$ cat src/rtl/spi_mem_pkg.sv
// Shared constants and state encoding for the SPI memory controller.
package spi_mem_pkg;

    localparam logic [7:0] CMD_READ  = 8'h03;
    localparam logic [7:0] CMD_WRITE = 8'h02;
    localparam logic [7:0] CMD_WRMR  = 8'h01;
    localparam logic [7:0] MODE_BYTE = 8'h00;

    localparam int BYTE_W    = 8;
    localparam int BIT_CNT_W = 8;
    localparam int DIV_CNT_W = 8;

    typedef enum logic [2:0] {IDLE, INIT, CMD, ADDR, DATA, DONE} state_t;

endpackage

$ cat src/rtl/spi_mem_ctrl_sck_gen.sv
// SCK divider: CLK_DIV cycles low then CLK_DIV cycles high while enabled.
// rise_tick/fall_tick flag the clk edge on which SCK will toggle.
module spi_sck_gen
    import spi_mem_pkg::*;
#(
    parameter int CLK_DIV = 2
) (
    input  logic clk,
    input  logic rst,
    input  logic en,
    output logic sck,
    output logic fall_tick,
    output logic rise_tick
);

    logic [DIV_CNT_W-1:0] div_cnt;
    logic                 phase_end;

    assign phase_end = en && (div_cnt == DIV_CNT_W'(CLK_DIV - 1));
    assign rise_tick = phase_end && !sck;
    assign fall_tick = phase_end && sck;

    // Dropping en parks SCK low and rewinds the phase so every frame starts clean.
    always_ff @(posedge clk) begin
        if (rst || !en) begin
            div_cnt <= '0;
            sck     <= 1'b0;
        end else if (phase_end) begin
            div_cnt <= '0;
            sck     <= ~sck;
        end else begin
            div_cnt <= div_cnt + DIV_CNT_W'(1);
        end
    end

endmodule

$ cat src/rtl/spi_mem_ctrl.sv
// 23LC-style SPI master: opcode, address, data byte in mode 0 per CPU request.
// Optional SPI_MEM_MODE_INIT_EN issues a WRMR (byte mode) frame after reset.
module spi_mem_ctrl
    import spi_mem_pkg::*;
#(
    parameter int CLK_DIV = 2,
    parameter int ADDR_W  = 16
) (
    input  logic              clk,
    input  logic              rst,
    input  logic              req_valid,
    output logic              req_ready,
    input  logic              req_we,
    input  logic [ADDR_W-1:0] req_addr,
    input  logic [7:0]        req_wdata,
    output logic              rsp_valid,
    output logic [7:0]        rsp_rdata,
    output logic              busy,
    output logic              spi_cs_n,
    output logic              spi_sck,
    output logic              spi_mosi,
    input  logic              spi_miso
);

    localparam int TX_W = 2 * BYTE_W + ADDR_W;

    if (CLK_DIV < 1 || CLK_DIV > 255) begin : g_bad_clk_div
        $error("spi_mem_ctrl: CLK_DIV must be in 1..255");
    end

    state_t               state;
    logic [TX_W-1:0]      tx_sr;
    logic [BYTE_W-1:0]    rx_sr;
    logic [BIT_CNT_W-1:0] bit_cnt;
    logic                 we_q;
    logic                 init_q;
    logic                 phase_last;
    logic                 sck_en;
    logic                 fall_tick;
    logic                 rise_tick;

    assign busy   = ~req_ready;
    assign sck_en = (state == CMD) || (state == ADDR) || (state == DATA);

    spi_sck_gen #(.CLK_DIV(CLK_DIV)) u_sck_gen (
        .clk       (clk),
        .rst       (rst),
        .en        (sck_en),
        .sck       (spi_sck),
        .fall_tick (fall_tick),
        .rise_tick (rise_tick)
    );

    always_comb begin
        phase_last = 1'b0;
        case (state)
            CMD, DATA: phase_last = (bit_cnt == BIT_CNT_W'(BYTE_W - 1));
            ADDR:      phase_last = (bit_cnt == BIT_CNT_W'(ADDR_W - 1));
            default:   phase_last = 1'b0;
        endcase
    end

    // tx_sr is loaded pre-shifted: the first MOSI bit goes out with the load,
    // every falling-SCK edge presents the next one.
    always_ff @(posedge clk) begin
        if (rst) begin
`ifdef SPI_MEM_MODE_INIT_EN
            state     <= INIT;
            req_ready <= 1'b0;
`else
            state     <= IDLE;
            req_ready <= 1'b1;
`endif
            spi_cs_n  <= 1'b1;
            spi_mosi  <= 1'b0;
            rsp_valid <= 1'b0;
            rsp_rdata <= 8'h00;
            tx_sr     <= '0;
            rx_sr     <= '0;
            bit_cnt   <= '0;
            we_q      <= 1'b0;
            init_q    <= 1'b0;
        end else begin
            rsp_valid <= 1'b0;
            case (state)
`ifdef SPI_MEM_MODE_INIT_EN
                INIT: begin
                    tx_sr    <= {CMD_WRMR[6:0], MODE_BYTE, {ADDR_W{1'b0}}, 1'b0};
                    spi_mosi <= CMD_WRMR[7];
                    spi_cs_n <= 1'b0;
                    we_q     <= 1'b1;
                    init_q   <= 1'b1;
                    bit_cnt  <= '0;
                    state    <= CMD;
                end
`endif
                IDLE: begin
                    if (req_valid) begin
                        tx_sr     <= {(req_we ? CMD_WRITE[6:0] : CMD_READ[6:0]), req_addr,
                                      (req_we ? req_wdata : 8'h00), 1'b0};
                        spi_mosi  <= req_we ? CMD_WRITE[7] : CMD_READ[7];
                        spi_cs_n  <= 1'b0;
                        we_q      <= req_we;
                        req_ready <= 1'b0;
                        bit_cnt   <= '0;
                        state     <= CMD;
                    end
                end
                CMD, ADDR, DATA: begin
                    if (rise_tick && state == DATA)
                        rx_sr <= {rx_sr[BYTE_W-2:0], spi_miso};
                    if (fall_tick) begin
                        spi_mosi <= tx_sr[TX_W-1];
                        tx_sr    <= tx_sr << 1;
                        bit_cnt  <= bit_cnt + BIT_CNT_W'(1);
                        if (phase_last) begin
                            bit_cnt <= '0;
                            case (state)
                                CMD:     state <= init_q ? DATA : ADDR;
                                ADDR:    state <= DATA;
                                default: begin
                                    state     <= DONE;
                                    spi_cs_n  <= 1'b1;
                                    spi_mosi  <= 1'b0;
                                    rsp_valid <= ~init_q;
                                    if (!we_q)
                                        rsp_rdata <= rx_sr;
                                end
                            endcase
                        end
                    end
                end
                DONE: begin
                    req_ready <= 1'b1;
                    init_q    <= 1'b0;
                    state     <= IDLE;
                end
                default: state <= IDLE;
            endcase
        end
    end

endmodule

$ cat config.mk
export PLATFORM = sky130hd
export DESIGN_NAME = spi_mem_ctrl
export DESIGN_NICKNAME = d
export VERILOG_FILES = /design/src/rtl/spi_mem_pkg.sv /design/src/rtl/spi_mem_ctrl_sck_gen.sv /design/src/rtl/spi_mem_ctrl.sv
export SDC_FILE = /design/constraint.sdc
export NUM_CORES = 1
export LEC_CHECK = 0
export ABC_AREA = 1
export BUFFER_PORTS_ARGS = -buffer_cell sky130_fd_sc_hd__buf_2
export CORE_ASPECT_RATIO = 0.5
export CORE_UTILIZATION = 45
export DETAILED_ROUTE_END_ITERATION = 12
export HOLD_SLACK_MARGIN = 0.06
export PLACE_DENSITY = 0.68
export SYNTH_ARGS = -nofsm -noshare
export SYNTH_HDL_FRONTEND = slang
export SYNTH_SLANG_ARGS = --single-unit
$ cat constraint.sdc
create_clock -name clk -period 4.6 [get_ports clk]
set_input_delay 0.92 -clock clk [delete_from_list [all_inputs] [get_ports clk]]
set_output_delay 0.92 -clock clk [all_outputs]
set_load 0.01 [all_outputs]
==> metrics.md <==
| Metric | Value |
|---|---|
| Reg clk slew, reported paths | 0.05 ns |
| Placed cells | 612 |
| Global route overflow | 0 |
| Placement Cell Area | 3610 um^2 |
| Share of flip-flops with an asynchronous set or reset | 0 |
| Initial Util | 0.4852 |
| Mapped Area | 3378 um^2 |
| Min Clock Period, post-route | 2.502 ns |
| Slew at the pin with the worst max-slew slack | 1.015 ns |
| Largest net degree at the start of global routing | 50 |
| Number of synthesized flops with an enable pin | 0 |
| Core area | 6963 um^2 |
| Seq/Total Area, Yosys | 0.4267 |
| First-pass GRT wire length | 11,560 um |
| Hpwl dp | 4411 um |
| Endpoints failing setup | 0 |
| Iter 0 DRT Violations | 222 |
| Final Slew Violations | 0 |
| DRC viols | 0 |
| Area growth from synthesis to layout | 14.78% |
| Worst skew pair latency | 0.33 ns |
| CP Max Fanout | 49 |
| Yosys Warn Count | 0 |
| TNS Setup | 0 ns |
| Number of global-route vias before repair | 2,563 |
| Top cell type's share of synthesized area | 0.4267 |
| Synth Instances | 495 |
| Fillcell total | 685 |
| IO Pins | 43 |
| DRT Wirelength | 6808 um |
| Setup bufs post-CTS | 0 |
| Vias per inst | 4.793 |
| Distinct cell type count after synthesis | 35 |
| Top cells by count, synth | 153 x nand2_1, 100 x nor2_1, 72 x dfxtp_1 |
| Syn_nets | 527 |
| Power Dens Cells | 676.3 nW/um^2 |
| Worst ir drop on vdd | 0.0003059 V |
| CTS Root Cell | clkbuf_16 |
| Headroom to the max-slew limit | 0.3219 |
| Final hold viol count | 0 |
| Ys flop type | dfxtp_1 |
| CP cell instances | inv_1 > nand3_2 > nand2_4 > inv_4 > a21oi_2 > nor2_4 > nand3_1 > nand2_1 > nand2_1 |
| Post-cts resize count | 0 |
| Register bit count reported by yosys | 72 |
| Hold Buf Count CTS | 0 |
| Design Area, Final | 3877 um^2 |
| Peak per-stage delay on the critical path | 0.78 ns |
| Layout cell share with drive strength beyond 1 | 0.1399 |
| Clock H-tree levels | 3 |
| Most frequent cell after synthesis | nand2_1 |
| Critical Path AT | 2.73 ns |
| CTS tree | done |
| Routability cong. | 0.8086 |
| Req. time, crit path | 4.83 ns |
| FP Rows | 21 |
| Post-DRT Antenna Nets | 0 |
| Status | complete, no violations |
| Ant diodes | 0 |
| Nets@finish | 563 |
| Initial antenna violation count | 0 |
| Fin util | 0.5569 |
| Clock Skew | 0.004273 ns |
| Die Footprint | 7879 um^2 |
| Vias | 3,010 |
| Max cap viols | 0 |
| Die Wd | 124.5 um |
| Post-Syn Area per Cell | 6.825 um^2 |
| First-pass detailed-route iteration total | 4 |
| Clk buf depth | 2 |
| Top post-synthesis cells by area | dfxtp_1 43%, nand2_1 17%, nor2_1 11% |
| Most frequent CP cell | nand2_1 |
| CTS Buf Count | 9 |
| Buffers on Ports | 42 |
| WP buf/inv | 2 |
| Tcrit/Tclk final | 0.5440 |
| Synth area leader | dfxtp_1 |
| Crit path capture type | flop |
| Fmax | 399.6 MHz |
| Worst hold path class | reg2reg |
| Post-route insts no fill | 628 |
| Setup CP Type | reg2reg |
| P_leak | 0.001821 uW |
| Startpoint Class | flop |
| Routed length per instance | 10.84 um |
| RSZ-0062 raised after global routing | no |
| Clk sinks | 72 |
| Die Ht | 63.27 um |
| Crit-path slowest cell | nor2_4 |
| Critical path's top delay family | simple AND/OR/NAND/NOR gates |
| GR Util All Layers | 0.1845 |
-- metal layers --
layer | vias to the layer above | wire (um) | global-route usage
met5 | - | 0 | 0
met4 | 0 | 107 | 0.07831
met3 | 10 | 271 | 0.06797
met2 | 46 | 2909 | 0.2859
met1 | 1317 | 3519 | 0.2311
li1 | 1637 | - | -
-- layout by cell type (no fill, tap or decap), types with 12 or more instances in the layout --
cell,synthesis,final
a21oi_1,24,24
inv_1,33,33
nor2_1,100,100
nand2_1,153,153
o21ai_0,12,12
nand3b_1,12,12
buf_2,7,42
dfxtp_1,72,72
nand3_1,14,14
-- power by group --
group | total [uW] | internal, uW | switching, uW
clock | 624 | 378 | 246
combinational | 1150 | 339 | 809
sequential | 850 | 767 | 83.3
-- final cells by class --
type / instances / area [um^2] / share of cell area
clock inverter: 3 / 17.52 / 0.004518
sequential: 72 / 1441 / 0.3717
tap: 92 / 115.1 / 0.02969
timing repair buffer: 43 / 217.7 / 0.05615
inverter: 37 / 142.6 / 0.03679
clock buffer: 13 / 250.2 / 0.06454
multi-input combinational: 368 / 1693 / 0.4366
-- registers in the layout (all words and copies together), names as in the netlist --
signal / cells
u_sck_gen.div_cnt: 8
rsp_valid: 1
bit_cnt: 8
spi_mosi: 1
rsp_rdata: 8
we_q: 1
rx_sr: 8
req_ready: 1
tx_sr: 31
u_sck_gen.sck: 1
state: 3
spi_cs_n: 1
-- logic make-up (layout without fill, tap and decap cells) --
group,after synthesis,count (layout),share of synthesized area
flops,72,72,0.4267
compound gates,57,57,0.09371
fa+ha+maj,3,3,0.01111
simple gates,305,305,0.3870
xor+xnor,3,3,0.007779
buf+inv,55,96,0.07370
-- path summary, 6_finish.rpt --
check | from | endpoint | slack (ns) | cells past startpoint
max reg2reg | state[0] | spi_cs_n | 2.10 | 9
max | state[0] | spi_cs_n | 2.10 | 9
min reg2reg | rsp_rdata[1] | rsp_rdata[1] | 0.46 | 2
min | rsp_rdata[1] | rsp_rdata[1] | 0.46 | 2
-- through the flow --
stage | hold WS (ns) | worst slack [ns] | total power (uW)
after global routing | 0.4748 | 1.851 | 2869
final | 0.4587 | 2.098 | 2622
after detailed placement | 0.4501 | 2.011 | 2019
after floorplan | 0.4337 | 2.807 | 1869
after global placement | 0.4431 | 2.042 | 2006
after CTS | 0.4587 | 2.053 | 2653
-- worst register-to-register path, stage by stage (launching register included) --
cell and delay (ns):
dfxtp_1 0.42, inv_1 0.12, nand3_2 0.11, nand2_4 0.23, inv_4 0.34, a21oi_2 0.09
nor2_4 0.78, nand3_1 0.17, nand2_1 0.10, nand2_1 0.04
Power figures use the tool's default switching activity.
